===== src/rtl/intr_gen_multi.sv =====
// Multi-channel press-to-interrupt generator: synchronise, qualify, latch pending, fixed-priority grant.
// Optional macro INTR_ACK_HANDSHAKE_EN: interrupt held until ack instead of a fixed-length pulse.
module intr_gen_multi #(
  parameter int NUM_CH       = 4,
  parameter int DELAY_CYCLES = 90908,
  parameter int PULSE_CYCLES = 6,
  parameter int DBG_CH       = 0,
  localparam int ID_W        = (NUM_CH > 1) ? $clog2(NUM_CH) : 1
) (
  input  logic              clk,
  input  logic              rst_n,
  input  logic [NUM_CH-1:0] press,
  input  logic [NUM_CH-1:0] mask,
  input  logic              ack,
  output logic              interrupt,
  output logic [ID_W-1:0]   intr_id,
  output logic [NUM_CH-1:0] pending,
  output logic [3:0]        statePMOD
);

  localparam int CNT_W = $clog2(DELAY_CYCLES);
  localparam logic [CNT_W-1:0] CNT_LAST = CNT_W'(DELAY_CYCLES - 1);

  typedef enum logic [3:0] {
    CH_IDLE   = 4'b0001,
    CH_QUAL   = 4'b0010,
    CH_PEND   = 4'b0100,
    CH_RELOAD = 4'b1000
  } chState_e;

  typedef enum logic [1:0] {
    A_IDLE   = 2'd0,
    A_ASSERT = 2'd1,
    A_GAP    = 2'd2
  } arbState_e;

  logic [NUM_CH-1:0] sync1_q, sync2_q;
  chState_e          chState_q [NUM_CH];
  chState_e          chState_d [NUM_CH];
  logic [CNT_W-1:0]  chCnt_q [NUM_CH];
  logic [CNT_W-1:0]  chCnt_d [NUM_CH];
  arbState_e         arbState_q, arbState_d;
  logic              interrupt_q, interrupt_d;
  logic [ID_W-1:0]   intrId_q, intrId_d;
  logic [NUM_CH-1:0] cand, firstHot, grant;
  logic [ID_W-1:0]   winner;
  logic              found;

`ifndef INTR_ACK_HANDSHAKE_EN
  localparam int PCNT_W = $clog2(PULSE_CYCLES + 1);
  localparam logic [PCNT_W-1:0] PCNT_LAST = PCNT_W'(PULSE_CYCLES - 1);
  logic [PCNT_W-1:0] pcnt_q, pcnt_d;
  logic              unused_ack;
  assign unused_ack = ack;
`endif

  always_ff @(posedge clk or negedge rst_n) begin
    if (!rst_n) begin
      sync1_q <= '0;
      sync2_q <= '0;
      for (int i = 0; i < NUM_CH; i++) begin
        chState_q[i] <= CH_IDLE;
        chCnt_q[i]   <= '0;
      end
    end else begin
      sync1_q <= press;
      sync2_q <= sync1_q;
      for (int i = 0; i < NUM_CH; i++) begin
        chState_q[i] <= chState_d[i];
        chCnt_q[i]   <= chCnt_d[i];
      end
    end
  end

  always_comb begin
    for (int i = 0; i < NUM_CH; i++) pending[i] = (chState_q[i] == CH_PEND);
  end

  // The qualify counter only holds a nonzero value while in QUAL, so every exit clears it.
  always_comb begin
    for (int i = 0; i < NUM_CH; i++) begin
      chState_d[i] = chState_q[i];
      chCnt_d[i]   = '0;
      case (chState_q[i])
        CH_IDLE:   if (sync2_q[i]) chState_d[i] = CH_QUAL;
        CH_QUAL: begin
          if (!sync2_q[i])                 chState_d[i] = CH_IDLE;
          else if (chCnt_q[i] == CNT_LAST) chState_d[i] = CH_PEND;
          else                             chCnt_d[i]   = chCnt_q[i] + CNT_W'(1);
        end
        CH_PEND:   if (grant[i]) chState_d[i] = CH_RELOAD;
        CH_RELOAD: if (!sync2_q[i]) chState_d[i] = CH_IDLE;
        default:   chState_d[i] = CH_IDLE;
      endcase
    end
  end

  always_comb begin
    cand     = pending & mask;
    winner   = '0;
    firstHot = '0;
    found    = 1'b0;
    for (int i = 0; i < NUM_CH; i++) begin
      if (cand[i] && !found) begin
        found       = 1'b1;
        winner      = ID_W'(i);
        firstHot[i] = 1'b1;
      end
    end
  end

  always_ff @(posedge clk or negedge rst_n) begin
    if (!rst_n) begin
      arbState_q  <= A_IDLE;
      interrupt_q <= 1'b0;
      intrId_q    <= '0;
`ifndef INTR_ACK_HANDSHAKE_EN
      pcnt_q      <= '0;
`endif
    end else begin
      arbState_q  <= arbState_d;
      interrupt_q <= interrupt_d;
      intrId_q    <= intrId_d;
`ifndef INTR_ACK_HANDSHAKE_EN
      pcnt_q      <= pcnt_d;
`endif
    end
  end

  // Grant is issued only from A_IDLE, so mask changes during an assertion cannot disturb it.
  always_comb begin
    arbState_d  = arbState_q;
    interrupt_d = interrupt_q;
    intrId_d    = intrId_q;
    grant       = '0;
`ifndef INTR_ACK_HANDSHAKE_EN
    pcnt_d      = pcnt_q;
`endif
    case (arbState_q)
      A_IDLE: begin
        if (found) begin
          grant       = firstHot;
          interrupt_d = 1'b1;
          intrId_d    = winner;
          arbState_d  = A_ASSERT;
`ifndef INTR_ACK_HANDSHAKE_EN
          pcnt_d      = '0;
`endif
        end
      end
      A_ASSERT: begin
`ifdef INTR_ACK_HANDSHAKE_EN
        if (ack) begin
          interrupt_d = 1'b0;
          arbState_d  = A_GAP;
        end
`else
        if (pcnt_q == PCNT_LAST) begin
          interrupt_d = 1'b0;
          arbState_d  = A_GAP;
          pcnt_d      = '0;
        end else begin
          pcnt_d = pcnt_q + PCNT_W'(1);
        end
`endif
      end
      A_GAP:   arbState_d = A_IDLE;
      default: begin
        arbState_d  = A_IDLE;
        interrupt_d = 1'b0;
      end
    endcase
  end

  assign interrupt = interrupt_q;
  assign intr_id   = intrId_q;
  assign statePMOD = chState_q[DBG_CH];

endmodule


===== config.mk =====
export PLATFORM = sky130hd
export DESIGN_NAME = intr_gen_multi
export DESIGN_NICKNAME = d
export VERILOG_FILES = /design/src/rtl/intr_gen_multi.sv
export SDC_FILE = /design/constraint.sdc
export NUM_CORES = 1
export LEC_CHECK = 0
export BUFFER_PORTS_ARGS = -buffer_cell sky130_fd_sc_hd__buf_2
export CAP_MARGIN = 20
export CORE_MARGIN = 2
export CORE_UTILIZATION = 55
export CTS_CLUSTER_SIZE = 20
export DETAILED_ROUTE_END_ITERATION = 10
export PLACE_DENSITY = 0.73
export SLEW_MARGIN = 20
export SYNTH_ARGS = -nofsm -noshare
export SYNTH_HDL_FRONTEND = slang
export SYNTH_SLANG_ARGS = --single-unit

===== constraint.sdc =====
create_clock -name clk -period 2.67 [get_ports clk]
set_input_delay 0.534 -clock clk [delete_from_list [all_inputs] [get_ports clk]]
set_output_delay 0.534 -clock clk [all_outputs]
set_load 0.02 [all_outputs]

* Word-level counts from Yosys, hierarchy flattened
Cells that the tools add are included.
Word-level totals: register bits 100, latch bits 0, RAM bits 0, memory bits (read-only) 0, input port bits 11, word-level logic and storage cells 135, memories 0
Operators by class: add/subtract/negate cells 5, multiply operators 0, divide/modulo/power cells 0, order comparisons 0, equal/unequal tests 41, shift-type cells 0, multiplexer cells 57, bitwise logic cells 2, reductions and logical operators 16
Operator list (count):
- 2-to-1 mux 17 bit | 12
- 2-to-1 mux 4 bit | 22
- adder 17 x 1 -> 17 bit, second input constant | 4
- equality test 17 bit, second input constant | 4
- case mux 4 bit (4 select lines) | 4
- inequality test 2 bit, second input constant | 10
- equality test 4 x 1 -> 1 bit, second input constant | 4
- equality test 4 x 2 -> 1 bit, second input constant | 4
- equality test 4 x 3 -> 1 bit, second input constant | 4
- equality test 4 bit, second input constant | 4
- AND reduction 4 bit | 4
- inequality test 3 bit, second input constant | 4
- 2-to-1 mux 1 bit | 10
- 2-to-1 mux 2 bit | 4
- inequality test 2 x 1 -> 1 bit, second input constant | 4
- 2-to-1 mux 3 bit | 2
- case mux 3 bit (2 select lines) | 1
- AND reduction 2 bit | 3
- AND 4 bit | 1
- case mux 2 bit (2 select lines) | 1
- adder 3 x 1 -> 3 bit, second input constant | 1
- equality test 3 bit, second input constant | 1
- logical AND 1 bit | 3
- zero test 1 bit | 3
- 7 further kinds | 7

* Longest topological paths before layout
depth after elaboration 16, gate-level depth with buffers 6, mapped depth without buffers 5

* Least setup slack after synthesis
OpenSTA, ideal clock, no wires.
path kind reg-to-reg, from register chState_q[1] (netlist bit), to register intrId_q[0], in the netlist intr_id[0], library setup time 125 ps, arrival time 2184 ps, setup slack 361 ps, cell stages (with the launch flop) 5, path through dfrtp_1 nor4b_1 nand2_1 a41oi_2 mux2_2
On the way: longest elaborated chain between the ends 5, elaborated cells between the ends (all ways) 6, classes of those cells eq/ne: 1; mux: 2; bitwise: 1; reduce/logical: 2
RTL lines:
- from (decl) | RTL line 38 | chState_e chState_q [NUM_CH];
- from (signal, indexed assignment) | RTL line 69 | chState_q[i] <= chState_d[i];
- equality test 4 x 3 -> 1 bit * | RTL line 76 | for (int i = 0; i < NUM_CH; i++) pending[i] = (chState_q[i] == CH_PEND);
- net pending[3] | RTL line 17 | output logic [NUM_CH-1:0] pending,
- AND 4 bit * | RTL line 99 | cand = pending & mask;
- logical AND 1 bit * | RTL line 104 | if (cand[i] && !found) begin
- 2-to-1 mux 1 bit | RTL line 104
- AND reduction 2 bit (no line)
- to (signal assigned) | RTL line 123 | intrId_q <= intrId_d;
- to (decl) | RTL line 44 | logic [ID_W-1:0] intrId_q, intrId_d;
Mark *: on every way through the listed nets, which the timed path passes. The rest lies on a longest branch. A chain may end at the register's enable or synchronous reset.

* Final worst setup path
from register chState_q, in the netlist statePMOD[3], to output port pending[0]
On the way: longest elaborated chain between the ends 1
RTL lines (RTL line):
- equality test 4 x 3 -> 1 bit | 76
- to (decl) | 17
Every way passes these cells.

==> impl_metrics.py <==
metrics = {
    "critical_path": {
        "critPathMaxFanout": 9,
        "worstRegToRegCells": 5,
        "start_kind": "flip-flop",
        "cp-end-kind": "output pin",
        "required_ns": 2.14,
        "worstPathArrival_ns": 1.64,
        "crit_type": "reg2out",
    },
    "power": {
        "swShare_pct": 30.9,
        "seqPwrFrac_pct": 55.7,
        "peakVddDrop_uv": 463,
        "power_mw": 3.31,
        "powerDensity_nw_per_um2": 626,
        "power_frac_clock_pct": 25.7,
        "combPwrFrac_pct": 18.6,
        "power_leakage_nw": 2.05,
        "netSwitchingPower_mw": 1.02,
        "p_int_mw": 2.29,
    },
    "route": {
        "avgRoutedWirePerCell_um": 14.3,
        "drt_iter0_drc": 164,
        "ant_nets": 0,
        "via_per_inst": 5.79,
        "dr.pass1.iters": 4,
        "post-route-drc-count": 0,
        "vias": 3624,
        "routed_wl_um": 8950,
    },
    "timing": {
        "fin_crit_sh_pct": 81.3,
        "worst_pin_slew_ns": 0.593,
        "whs_ns": 0.0879,
        "fmax_mhz": 461,
        "finalClockSkew_ns": 0.0169,
        "period_needed_ns": 2.17,
        "setup_viol": 0,
        "tns_ns": 0,
        "setup_ws_ns": 0.500,
        "drv_slew": 0,
        "hold_viol": 0,
        "rsz0062_at_grt": "false",
        "relSlewSlack_pct": 60.4,
    },
    "floorplanning": {
        "io_pins": 22,
        "dieArea_sq_um": 9670,
        "die_height_um": 98.4,
        "initial_core_util_pct": 56.4,
        "coreArea_sq_um": 8680,
        "rows": 34,
        "dieWidth_um": 98.4,
    },
    "clocking": {
        "clk_pin_slew_worst_paths_ns": 0.10,
        "htree_num_levels": 3,
        "postCtsSetupRepairBufs": 0,
        "cts-root-buf": "clkbuf_8",
        "cts_buffers": 9,
        "clockBufferDepth": 2,
        "ctsResizeCount": 0,
        "hold_buffers": 0,
        "clkSinkCount": 100,
        "cts_tree": "yes",
        "clkLatencyLatePin_ns": 0.36,
    },
    "yosys": {
        "yosysUniqueCellTypes": 56,
        "syn_area_sq_um": 4900,
        "yosysWarnings": 0,
        "synth_commonest_cells": "dfrtp_1, nor2_1, nand2_1",
        "synth_area_leaders": "dfrtp_1, xnor2_1, nor2_1",
        "synth-main-ff-cell": "dfrtp_1",
        "synth.most_common_cell": "dfrtp_1",
        "async_flop_share_pct": 100,
        "syn-num-nets": 505,
        "synth_top_area_share_pct": 49.1,
        "synth_edf_count": 0,
        "ys_ff_latch": 100,
        "avgSynthCellArea_sq_um": 9.99,
        "seq_area_frac_synth_pct": 51.2,
        "yosys.area.top_type": "dfrtp_1",
        "syn_inst": 490,
    },
    "global_route": {
        "grt_use_total_pct": 19.6,
        "gr-usage-met3_pct": 4.15,
        "antenna_found_initial": 0,
        "gr-max-usage-layer": "met2",
        "grt_pass1_vias": 3487,
        "gr-total-overflow": 0,
        "grt_pass1_wl_um": 15800,
        "grt_max_degree": 50,
        "use_met1_pct": 26.8,
        "use_met2_pct": 31.6,
    },
    "layout": {
        "antenna_cells": 0,
        "drive_above_1_share_pct": 12.7,
        "nets": 528,
        "syn2layout_area_growth_pct": 8.05,
        "final_area_sq_um": 5290,
    },
    "place": {
        "finalWeightedCongestion": 0.844,
        "hpwl_um": 6230,
        "dpl_worst_slack_ns": 0.644,
        "placed_area_sq_um": 5120,
        "portBuffers": 20,
    },
    "outcome": {
        "outcome": "finished clean",
    },
    "hold_path": {
        "min_path_type": "in2async",
    },
    "job": {
        "drv_cap": 0,
    },
}
## per-stage QoR
stage,instances,util [%]
3_5_place_dp,610,59.0
5_1_grt,626,61.0
2_1_floorplan,490,-
6_report,626,61.0
4_1_cts,626,61.0
3_3_place_gp,610,59.0
## cell families after synthesis
| family | count (synthesis) | synth area share (%) |
|---|---|---|
| compound gates | 66 | 8.92 |
| xor+xnor | 49 | 8.77 |
| fa+ha+maj | 4 | 1.02 |
| buf+inv | 30 | 2.68 |
| flops | 100 | 51.2 |
| mux | 4 | 0.869 |
| simple gates | 237 | 26.5 |
## per-layer routing
metal,vias up,routed length (um)
met5,-,0
met1,1756,4220
met4,0,38
met3,4,399
met2,76,4290
li1,1788,-
## critical path, stage by stage (launching register included)
cell     delay [ns]
dfrtp_1        0.48
nor4b_2        0.54
buf_2          0.27
## cell usage in the layout, fill, tap and decap left out, types with 11 or more instances in the layout
| cell | instances |
|---|---|
| a21oi_1 | 22 |
| buf_2 | 19 |
| dfrtp_1 | 96 |
| inv_1 | 16 |
| nand2_1 | 42 |
| nand3_1 | 20 |
| nand4_1 | 11 |
| nor2_1 | 68 |
| nor4_1 | 17 |
| xnor2_1 | 39 |
## power by group through the flow
| stage | clock network, mW | registers (mW) | logic [mW] |
|---|---|---|---|
| floorplan | 0 | 1.85 | 0.480 |
| detailed placement | 0 | 1.87 | 0.624 |
| CTS | 0.884 | 1.85 | 0.627 |
| global route | 0.939 | 1.87 | 0.693 |
| finish | 0.851 | 1.85 | 0.616 |
| global placement | 0 | 1.86 | 0.608 |
## registers in the layout (all words and copies together) (netlist names)
signal,cells
statePMOD,4
chState_q,12
interrupt,1
pcnt_q,3
intr_id,2
chCnt_q,68
sync1_q,4
sync2_q,4
arbState_q,2
## worst paths after layout
| kind | from | to | slack (ns) |
|---|---|---|---|
| worst max-delay path | statePMOD[3] | pending[0] | 0.50 |
| worst min-delay path | rst_n | chCnt_q[13] | 0.09 |
| worst max register to register | chCnt_q[44] | chCnt_q[37] | 0.64 |
| worst min register to register | sync1_q[0] | sync2_q[0] | 0.36 |
| max in group asynchronous | rst_n | statePMOD[0] | 1.85 |
| min in group clk | press[2] | sync1_q[2] | 0.28 |
## layout make-up
type,instances,area (sq um)
clock buffers,11,131
fillers,744,3390
well taps,108,135
multi-input cells,360,2260
inverters,16,60.1
repair buffers,26,160
clock inverters,5,38.8
flip-flops and latches,100,2510
No activity file was read; power rests on OpenSTA's default activity.
